**src/rtl/cpu_io_bridge.sv**
```systemverilog
// cpu_io_bridge: synchronises and deglitches Z80 I/O strobes, queues accesses in order
// and drains them one at a time through a held REQ/ACK port; read data lands on bus_dout.
module cpu_io_bridge #(
    parameter int unsigned ADDR_WIDTH = 2,
    parameter int unsigned DATA_WIDTH = 8,
    parameter int unsigned FILTER_LEN = 3,
    parameter int unsigned FIFO_DEPTH = 4
) (
    input  logic                          clk,
    input  logic                          reset,
    input  logic                          csr_n,
    input  logic                          csw_n,
    input  logic [ADDR_WIDTH-1:0]         port_addr,
    input  logic [DATA_WIDTH-1:0]         bus_din,
    output logic [DATA_WIDTH-1:0]         bus_dout,
    output logic                          req,
    output logic                          wrt,
    output logic [ADDR_WIDTH-1:0]         adr,
    output logic [DATA_WIDTH-1:0]         dbo,
    input  logic                          ack,
    input  logic [DATA_WIDTH-1:0]         dbi,
    output logic [$clog2(FIFO_DEPTH):0]   fifo_level,
    output logic                          overflow,
    output logic                          proto_err
);

    localparam int unsigned PW = $clog2(FIFO_DEPTH);
    localparam int unsigned CW = $clog2(FILTER_LEN + 1);
    localparam int unsigned EW = 1 + ADDR_WIDTH + DATA_WIDTH;

    typedef enum logic {IDLE = 1'b0, ISSUE = 1'b1} state_e;

    // Strobe conditioning, bit 0 = read strobe, bit 1 = write strobe
    logic [1:0]         raw;
    logic [1:0]         sync1_q, sync2_q, filt_q, filt_d, prev_q, armed_q, fall;
    logic [1:0][CW-1:0] cnt_q, cnt_d;
    logic [1:0]         settle_q;

    assign raw = {csw_n, csr_n};

    always_comb begin
        filt_d = filt_q;
        cnt_d  = '0;
        for (int unsigned i = 0; i < 2; i++) begin
            if (sync2_q[i] != filt_q[i]) begin
                if (cnt_q[i] == CW'(FILTER_LEN - 1)) filt_d[i] = sync2_q[i];
                else                                  cnt_d[i] = cnt_q[i] + CW'(1);
            end
        end
    end

    // Arming waits until the synchroniser holds real samples, so a strobe
    // already low at reset release must go high before it can make an access.
    always_ff @(posedge clk or posedge reset) begin
        if (reset) begin
            sync1_q  <= '1;
            sync2_q  <= '1;
            filt_q   <= '1;
            prev_q   <= '1;
            cnt_q    <= '0;
            settle_q <= '0;
            armed_q  <= '0;
        end else begin
            sync1_q  <= raw;
            sync2_q  <= sync1_q;
            filt_q   <= filt_d;
            prev_q   <= filt_q;
            cnt_q    <= cnt_d;
            settle_q <= {settle_q[0], 1'b1};
            armed_q  <= armed_q | ({2{settle_q[1]}} & sync2_q & filt_q);
        end
    end

    assign fall = armed_q & prev_q & ~filt_q;

    logic          push_req, push_wr, pop, full, empty, push_ok;
    logic [EW-1:0] push_entry, head;
    logic [EW-1:0] mem_q [FIFO_DEPTH];
    logic [PW:0]   wptr_q, rptr_q;

    assign push_req   = fall[0] ^ fall[1];
    assign push_wr    = fall[1];
    assign push_entry = {push_wr, port_addr, bus_din & {DATA_WIDTH{push_wr}}};
    assign empty      = (wptr_q == rptr_q);
    assign full       = (wptr_q[PW] != rptr_q[PW]) && (wptr_q[PW-1:0] == rptr_q[PW-1:0]);
    assign push_ok    = push_req && (!full || pop);
    assign head       = mem_q[rptr_q[PW-1:0]];

    always_ff @(posedge clk) begin
        if (push_ok) mem_q[wptr_q[PW-1:0]] <= push_entry;
    end

    state_e state_q, state_d;
    logic   wrt_q, overflow_q, proto_err_q;
    logic [ADDR_WIDTH-1:0] adr_q;
    logic [DATA_WIDTH-1:0] dbo_q, bus_dout_q;

    always_comb begin
        state_d = state_q;
        pop     = 1'b0;
        req     = 1'b0;
        case (state_q)
            IDLE: begin
                if (!empty) begin
                    pop     = 1'b1;
                    state_d = ISSUE;
                end
            end
            ISSUE: begin
                req = 1'b1;
                if (ack) state_d = IDLE;
            end
            default: state_d = IDLE;
        endcase
    end

    always_ff @(posedge clk or posedge reset) begin
        if (reset) begin
            state_q     <= IDLE;
            wptr_q      <= '0;
            rptr_q      <= '0;
            wrt_q       <= 1'b0;
            adr_q       <= '0;
            dbo_q       <= '0;
            bus_dout_q  <= '0;
            overflow_q  <= 1'b0;
            proto_err_q <= 1'b0;
        end else begin
            state_q <= state_d;
            if (push_ok) wptr_q <= wptr_q + 1'b1;
            if (pop) begin
                rptr_q <= rptr_q + 1'b1;
                {wrt_q, adr_q, dbo_q} <= head;
            end
            if (state_q == ISSUE && ack && !wrt_q) bus_dout_q <= dbi;
            if (push_req && full && !pop) overflow_q <= 1'b1;
            if (&fall) proto_err_q <= 1'b1;
        end
    end

    assign wrt        = wrt_q;
    assign adr        = adr_q;
    assign dbo        = dbo_q;
    assign bus_dout   = bus_dout_q;
    assign fifo_level = wptr_q - rptr_q;
    assign overflow   = overflow_q;
    assign proto_err  = proto_err_q;

endmodule

```
**config.mk**
```make
export PLATFORM = sky130hd
export DESIGN_NAME = cpu_io_bridge
export DESIGN_NICKNAME = d
export VERILOG_FILES = /design/src/rtl/cpu_io_bridge.sv
export SDC_FILE = /design/constraint.sdc
export NUM_CORES = 1
export LEC_CHECK = 0
export CORE_MARGIN = 5
export CORE_UTILIZATION = 55
export CTS_CLUSTER_DIAMETER = 30
export DETAILED_ROUTE_END_ITERATION = 16
export DONT_BUFFER_PORTS = 1
export PLACE_DENSITY_LB_ADDON = 0.2
export SETUP_SLACK_MARGIN = 0.4
export SLEW_MARGIN = 40
export SYNTH_ARGS = -nofsm -noshare
export SYNTH_HDL_FRONTEND = slang
export SYNTH_SLANG_ARGS = --single-unit
export TNS_END_PERCENT = 20
```
**constraint.sdc**
```tcl
create_clock -name clk -period 6.8 [get_ports clk]
set_clock_uncertainty 0.2 [all_clocks]
set_input_delay 1.02 -clock clk [delete_from_list [all_inputs] [get_ports clk]]
set_output_delay 1.02 -clock clk [all_outputs]
set_load 0.05 [all_outputs]
```
==> impl_metrics.tcl, run 1 <==
set metrics [dict create \
    syn_area_um2 3460 \
    nFillCells 454 \
    cts_made_buffers 9 \
    setup_violations 0 \
    hold_violations 0 \
    die-area_um2 7990 \
    setup_tns_ps 0 \
    synth_area_leaders "edfxtp_1 (38%), dfrtp_1 (26%), mux4_2 (7.2%), dfstp_2 (6.1%), mux2_2 (4.9%)" \
    fin_nets 227 \
    cts_sinks 88 \
    post_cts_buffers 0 \
    worst_pin_slew_ps 763 \
    start_util_pct 55.5 \
    rsz0062_at_grt "no" \
    vias 1547 \
    crit_family "adder cells" \
    postPlaceCellArea_um2 3550 \
    drv_cap 0 \
    diodes 0 \
    fp.dieW_um 89.4 \
    drive_above_1_share_pct 33.5 \
    clk_latency_ps 340 \
    drt_wl_total_um 5460 \
    htreeDepth 3 \
    yosysWarningCount 0 \
    drc 0 \
    crit_chain "ha_1, fa_1, xnor2_2" \
    synth_edf_count 44 \
    fin_crit_ps 3400 \
    final_max_slew_viol_count 0 \
    core_um2 6240 \
    die_height_um 89.4 \
    yosysTopAreaCell "edfxtp_1" \
    synth_cell_types 31 \
    drt_iter0_drc 113 \
    grt_max_degree 45 \
    syn_inst 186 \
    slowest_stage "dfrtp_2" \
    synth_mux_area_share_pct 15.5 \
    drtPass1Iterations 4 \
    syn2layout_area_growth_pct 8.52 \
    grt_first_pass_wirelength_um 8670 \
    synth-async-reset-ratio_pct 50.0 \
    crit_required_ps 5580 \
    wire_per_inst_um 19.7 \
    synth_compound_area_share_pct 2.06 \
    place_congestion 0.803 \
    slowest_delay_ps 580 \
    synth_xor_area_share_pct 2.49 \
    yosysMostFrequentCell "edfxtp_1" \
    status "complete, no violations" \
    hpwlAfterDp_um 3610 \
    critical_path.max_fanout 14 \
    endpoint_kind "output port" \
    grt_use_total_pct 15.3 \
    timing.critical_path.buf_inv 0 \
    ys.flop_type "edfxtp_1" \
    fp-row-count 29 \
    grt_antenna_before_repair 0 \
    synth-adder-area-share_pct 3.47 \
    clkTransAtPathRegs_ps 80 \
    io-pin-count 48 \
    startpoint_type "flip-flop" \
    cts_hold_buf 0 \
    avgSynthCellArea_um2 18.6 \
    ys_ff_latch 88 \
    arrival_ps 2180 \
    syn_nets 218 \
    yosysSeqAreaShare_pct 70.2 \
    fin_crit_sh_pct 50.0 \
    port_buffers 0 \
    slew_headroom_pct 48.9 \
    postCtsResizedCells 0 \
    clockRootBuffer "clkbuf_8" \
    synth_top_cell_area_share_pct 38.1 \
    final_area_um2 3760 \
    synth_top_family_by_area "multiplexers" \
    fmax_mhz 294 \
    ys_top_cells_by_count "edfxtp_1 (44), dfrtp_1 (36), mux2_2 (15)" \
    viasPerCell 5.58 \
    drtAntennaViolNets 0 \
    tritoncts "built" \
    grt-ovfl-total 0 \
    first_global_vias 1723 \
    hold_class "reg -> reg" \
    yosys.area_share.simple_pct 4.55 \
    cts_buffer_depth 2 \
    path_class "reg -> out" \
]
[cell families (layout without fill, tap and decap cells)]
group / count (synthesis) / in the layout
flops: 88 / 88
mux: 34 / 34
simple gates: 27 / 27
buf+inv: 10 / 24
fa+ha+maj: 9 / 9
xor+xnor: 9 / 9
compound gates: 8 / 8
other cells: 1 / 1
[metal layers]
metal / vias up / track usage (%) / routed length [µm]
met1: 807 / 18.9 / 2240
met5: - / 0 / 0
met3: 11 / 4.70 / 259
li1: 699 / - / -
met2: 30 / 24.3 / 2840
met4: 0 / 8.12 / 118
[placed cells by master (no fill, tap or decap), types with 6 or more instances in the layout]
| cell | instances |
|---|---|
| and2_1 | 12 |
| mux2_4 | 8 |
| dfstp_2 | 8 |
| inv_1 | 6 |
| mux2_2 | 15 |
| clkbuf_8 | 9 |
| edfxtp_1 | 44 |
| ha_1 | 8 |
| dfrtp_1 | 35 |
| mux4_2 | 11 |
[layout make-up]
| cell class | instances | area, µm² | area share, % |
|---|---|---|---|
| Inverter | 7 | 28.8 | 0.765 |
| Timing Repair Buffer | 1 | 7.51 | 0.200 |
| Clock inverter | 7 | 86.3 | 2.30 |
| Tap cell | 77 | 96.3 | 2.56 |
| Sequential cell | 88 | 2430 | 64.7 |
| Clock buffer | 9 | 124 | 3.29 |
| Multi-Input combinational cell | 88 | 983 | 26.2 |
[per-stage QoR]
stage               hold slack (ps)  setup slack [ps]  utilization [%]  std cells
floorplan                       131              3710                -        186
global placement                139              3270             56.7        261
detailed placement              136              3510             56.9        261
CTS                             155              3140             60.2        277
global route                    167              3280             60.2        277
finish                          154              3400             60.2        277
[worst register-to-register path, cell delays in order, from the launching register on]
cell and delay, ps:
dfstp_2 520, nand2_1 40, nor2_1 580, ha_1 300, a21boi_2 270, and2_1 550
[path summary, 6_finish.rpt]
kind	to	from	cells past startpoint	slack, ps
max in group asynchronous	rptr_q[0]	reset	1	5610
max reg2reg	mem_q[1][10]	prev_q[1]	5	3990
min in group asynchronous	cnt_q[3]	reset	1	400
min reg2reg	settle_q[1]	settle_q[0]	0	150
min	settle_q[1]	settle_q[0]	0	150
max	fifo_level[2]	rptr_q[0]	3	3400
[registers in the layout, summed over array words and instances (netlist names), 2 cells and up]
register / count
adr: 2
armed_q: 2
bus_dout: 8
cnt_q: 4
dbo: 8
filt_q: 2
mem_q: 44
prev_q: 2
rptr_q: 3
settle_q: 2
sync1_q: 2
sync2_q: 2
wptr_q: 3
Power of run 1 is left out: the tool's default activity adds up to more than one toggle a clock period on the data nets, which glitch-free logic cannot reach.
==> run 2: changes to the inputs <==
- clock period: 6.8 -> 3 ns (I/O delays scaled with it)
==> run 2 against run 1 <==
  * Sequential share of layout area shrank 0.84 points
  * Utilization is 0.76 points higher
  * Non-clock buffer count is 9 higher
  * Via count fell by 0.19%
  * Global-route usage is 0.53 points higher
  * Wire length up 4.2%
  * Register-to-register slack worse by 3600 ps
  * Critical endpoint is now mem_q[2][4]
==> impl_metrics.tcl, run 2 (synthesis gave the netlist of run 1 again) <==
set metrics [dict create \
    drive_above_1_share_pct 33.5 \
    fmax_mhz 391 \
    drc 0 \
    slew_headroom_pct 56.8 \
    status "complete, no violations" \
    hold_class "in -> reg" \
    grt_max_degree 45 \
    clkTransAtPathRegs_ps 80 \
    hold_violations 0 \
    grt_first_pass_wirelength_um 9030 \
    fin_crit_ps 2560 \
    final_area_um2 3810 \
    io-pin-count 48 \
    cts_sinks 88 \
    final_core_util_pct 61.0 \
    setup_tns_ps 0 \
    layout_commonest_cell "edfxtp_1" \
    grt_use_total_pct 15.8 \
    place_congestion 0.784 \
    viasPerCell 5.38 \
    htreeDepth 3 \
    core_um2 6240 \
    endpoint_kind "flip-flop" \
    cts_made_buffers 9 \
    clockRootBuffer "clkbuf_8" \
    die_height_um 89.4 \
    syn2layout_area_growth_pct 9.90 \
    fp-row-count 29 \
    fin_nets 236 \
    wire_per_inst_um 19.8 \
    critical_path.max_fanout 13 \
    port_buffers 0 \
    die-area_um2 7990 \
    crit_required_ps 2780 \
    drt_wl_total_um 5690 \
    crit_start "prev_q[1]" \
    drt_iter0_drc 36 \
    final_cells 287 \
    tritoncts "built" \
    clk_latency_ps 330 \
    min-delay-start "dbi[2]" \
    arrival_ps 2340 \
    fin_crit_sh_pct 85.3 \
    rsz0062_at_grt "yes" \
    grt-ovfl-total 0 \
    postPlaceCellArea_um2 3570 \
    fp.dieW_um 89.4 \
    post_cts_buffers 0 \
    hpwlAfterDp_um 4020 \
    first_global_vias 1786 \
    startpoint_type "flip-flop" \
    largest_reg_flops 44 \
    rr_startpoint "prev_q[1]" \
    dpl.cell_count 265 \
    layout_common_cells "edfxtp_1 (44), dfrtp_1 (36), mux2_2 (15)" \
    setup_violations 0 \
    drtPass1Iterations 4 \
    final_max_slew_viol_count 0 \
    worst_pin_slew_ps 647 \
    drv_cap 0 \
    drtAntennaViolNets 0 \
    path_class "reg -> reg" \
    cts_buffer_depth 2 \
    vias 1544 \
    start_util_pct 55.5 \
    grt_antenna_before_repair 1 \
]
[run 2: final cells by class]
class | count | area [µm²]
repair buffers | 10 | 87.6
clock inverters | 5 | 47.5
inverters | 7 | 28.8
flip-flops and latches | 88 | 2430
diodes | 1 | 2.50
multi-input cells | 88 | 981
well taps | 77 | 96.3
clock buffers | 11 | 131
fillers | 457 | 2430
[run 2: path summary, 6_finish.rpt]
path | slack [ps] | depth (start not counted) | endpoint
worst max-delay path | 440 | 5 | mem_q[2][4]
worst min-delay path | 60 | 1 | bus_dout[2]
worst max register to register | 440 | 5 | mem_q[2][4]
worst min register to register | 150 | 0 | settle_q[1]
max in group asynchronous | 1790 | 2 | sync1_q[1]
min in group asynchronous | 440 | 2 | cnt_q[1]
[run 2: metrics by stage]
stage | setup WS (ps) | hold slack, ps
floorplan | 423 | 131
global placement | 287 | 135
detailed placement | 100 | 138
finish | 440 | 58.3
global route | 283 | 41.4
CTS | 386 | 38.2
[run 2: what timing repair did]
item / 4_1_cts / 5_1_grt
endpoints found under the setup margin: 33 / 23
hold buffers: 5 / 0
endpoints found under the hold margin: 46 / 0
resized for setup: 2 / 1
[run 2: worst max-delay path: stages, from the launching register on]
cell and delay (ps):
dfstp_2 520, nand2_1 50, nor2_2 400, ha_1 270, a21boi_2 260, and2_1 500
[run 2: layer usage]
metal | wire length [µm] | global-route usage [%] | vias up
met3 | 234 | 4.88 | 6
met5 | 0 | 0 | -
li1 | - | - | 715
met1 | 2400 | 19.8 | 793
met2 | 2980 | 25.8 | 30
met4 | 76 | 6.50 | 0
Power of run 2 is left out for the same reason.
==> run 3: changes to the inputs <==
- CORE_MARGIN: 5 -> unset
- CTS_CLUSTER_DIAMETER: 30 -> unset
==> run 3 against run 2 <==
  * Count of clock-buffer cells in the layout is the same
  * Final cell count shrank 0.35%
  * Largest cell class unchanged
  * First-iteration DRC count is 67% higher
  * Fmax rose by 1.0%
  * Flip-flop and latch count unchanged
  * Cell area increased by 1.1%
  * Global-route usage increased by 2.5 points
  * Register-to-register slack improved by 30 ps
  * Utilization grew 3.3 points
  * Die area fell by 17%
  * Non-clock buffer count is 2 higher
==> impl_metrics.tcl, run 3 (synthesis gave the netlist of run 1 again) <==
set metrics [dict create \
    status "complete, no violations" \
    crit_chain "nand2_1, nor2_2, ha_1, a21boi_2, and2_1" \
    endpoint_kind "flip-flop" \
    clk_latency_ps 350 \
    drv_cap 0 \
    slew_headroom_pct 57.0 \
    crit_start "prev_q[1]" \
    die_height_um 81.4 \
    worst-path-stages 5 \
    hpwlAfterDp_um 3630 \
    slowest_delay_ps 520 \
    die-area_um2 6620 \
    largest_reg_flops 44 \
    drtAntennaViolNets 0 \
    io-pin-count 48 \
    grt_antenna_before_repair 0 \
    setup_violations 0 \
    start_util_pct 57.8 \
    reg2reg_depth 5 \
    tritoncts "built" \
    diodes 0 \
    htreeDepth 3 \
    wire_per_inst_um 18.9 \
    postPlaceCellArea_um2 3580 \
    clockRootBuffer "clkbuf_8" \
    timing.critical_path.buf_inv 0 \
    hold_violations 0 \
    drive_above_1_share_pct 34.6 \
    vias 1603 \
    path_class "reg -> reg" \
    clkTransAtPathRegs_ps 80 \
    final_area_um2 3850 \
    r2r-end "mem_q[2][4]" \
    critical_path.max_fanout 13 \
    cts_made_buffers 9 \
    first_global_vias 1660 \
    rr_startpoint "prev_q[1]" \
    arrival_ps 2330 \
    fin_nets 238 \
    slowest_stage "dfstp_2" \
    viasPerCell 5.60 \
    layout_common_cells "edfxtp_1 (44), dfrtp_1 (36), mux2_2 (15)" \
    grt-ovfl-total 0 \
    final_max_slew_viol_count 0 \
    drc 0 \
    crit_required_ps 2790 \
    fin_crit_ps 2530 \
    startpoint_type "flip-flop" \
    rsz0062_at_grt "yes" \
    worst_pin_slew_ps 643 \
    crit_family "simple AND/OR/NAND/NOR gates" \
    fin_crit_sh_pct 84.5 \
    cts_sinks 88 \
    grt_max_degree 18 \
    fp.dieW_um 81.4 \
    fmax_mhz 395 \
    core_um2 5990 \
    cts_buffer_depth 2 \
    port_buffers 0 \
    fp-row-count 28 \
    drt_wl_total_um 5400 \
    hold_class "in -> reg" \
    crit_end "mem_q[2][4]" \
    place_congestion 0.711 \
    nFillCells 411 \
    drtPass1Iterations 4 \
    worst-r2r-setup-slack_ps 470 \
    layout_commonest_cell "edfxtp_1" \
    syn2layout_area_growth_pct 11.1 \
    grt_use_total_pct 18.3 \
    drt_iter0_drc 60 \
    setup_tns_ps 0 \
    grt_first_pass_wirelength_um 8140 \
]
run 3: changes by cell type in the layout (fill, tap and decap cells not counted):
cell       change
diode_2        -1
clkinv_4       +2
buf_4          +2
inv_4          -1
clkinv_1       -1
bufinv_16      +1
clkinv_2       -1
run 3: cell type report:
type | count | area, µm² | area share (%)
inverter | 7 | 26.3 | 0.682
sequential | 88 | 2430 | 63.2
tap | 75 | 93.8 | 2.44
clock inverter | 5 | 82.6 | 2.14
multi-input combinational | 88 | 981 | 25.5
clock buffer | 11 | 131 | 3.41
timing repair buffer | 12 | 103 | 2.66
run 3: worst reg2reg max path, stage by stage, from the launching register on:
cell and delay [ps]:
dfstp_2 520, nand2_1 50, nor2_2 370, ha_1 260
a21boi_2 260, and2_1 520
run 3: timing repair:
item                                   in CTS  in global routing
buffers inserted                            0                  0
resized for setup                           2                  1
endpoints found under the hold margin      23                  0
hold buffers                                5                  0
setup endpoints to repair                  33                 22
run 3: worst min path at each step:
stage	slack, ps	depth (start not counted)	to	start
3_5_place_dp	150	0	settle_q[1]	settle_q[0]
5_1_grt	30	1	bus_dout[1]	dbi[1]
2_1_floorplan	130	0	settle_q[1]	settle_q[0]
3_3_place_gp	140	0	settle_q[1]	settle_q[0]
4_1_cts	30	1	bus_dout[6]	dbi[6]
6_report	50	1	bus_dout[6]	dbi[6]
run 3: stage by stage:
step	util, %	instances	setup WS, ps	hold slack (ps)
6_report	64.3	286	466	49.7
5_1_grt	64.3	286	317	25.2
4_1_cts	64.2	286	414	32.5
3_5_place_dp	59.8	265	160	150
3_3_place_gp	59.8	265	312	136
2_1_floorplan	-	186	423	131
run 3: layer usage:
metal	global-route usage [%]	up-vias	share of wire, %
met4	6.43	0	1.1
met3	7.42	6	6.1
met1	20.1	830	39
met5	0	-	0
met2	31.8	49	54
li1	-	718	-
Power of run 3 is left out for the same reason.
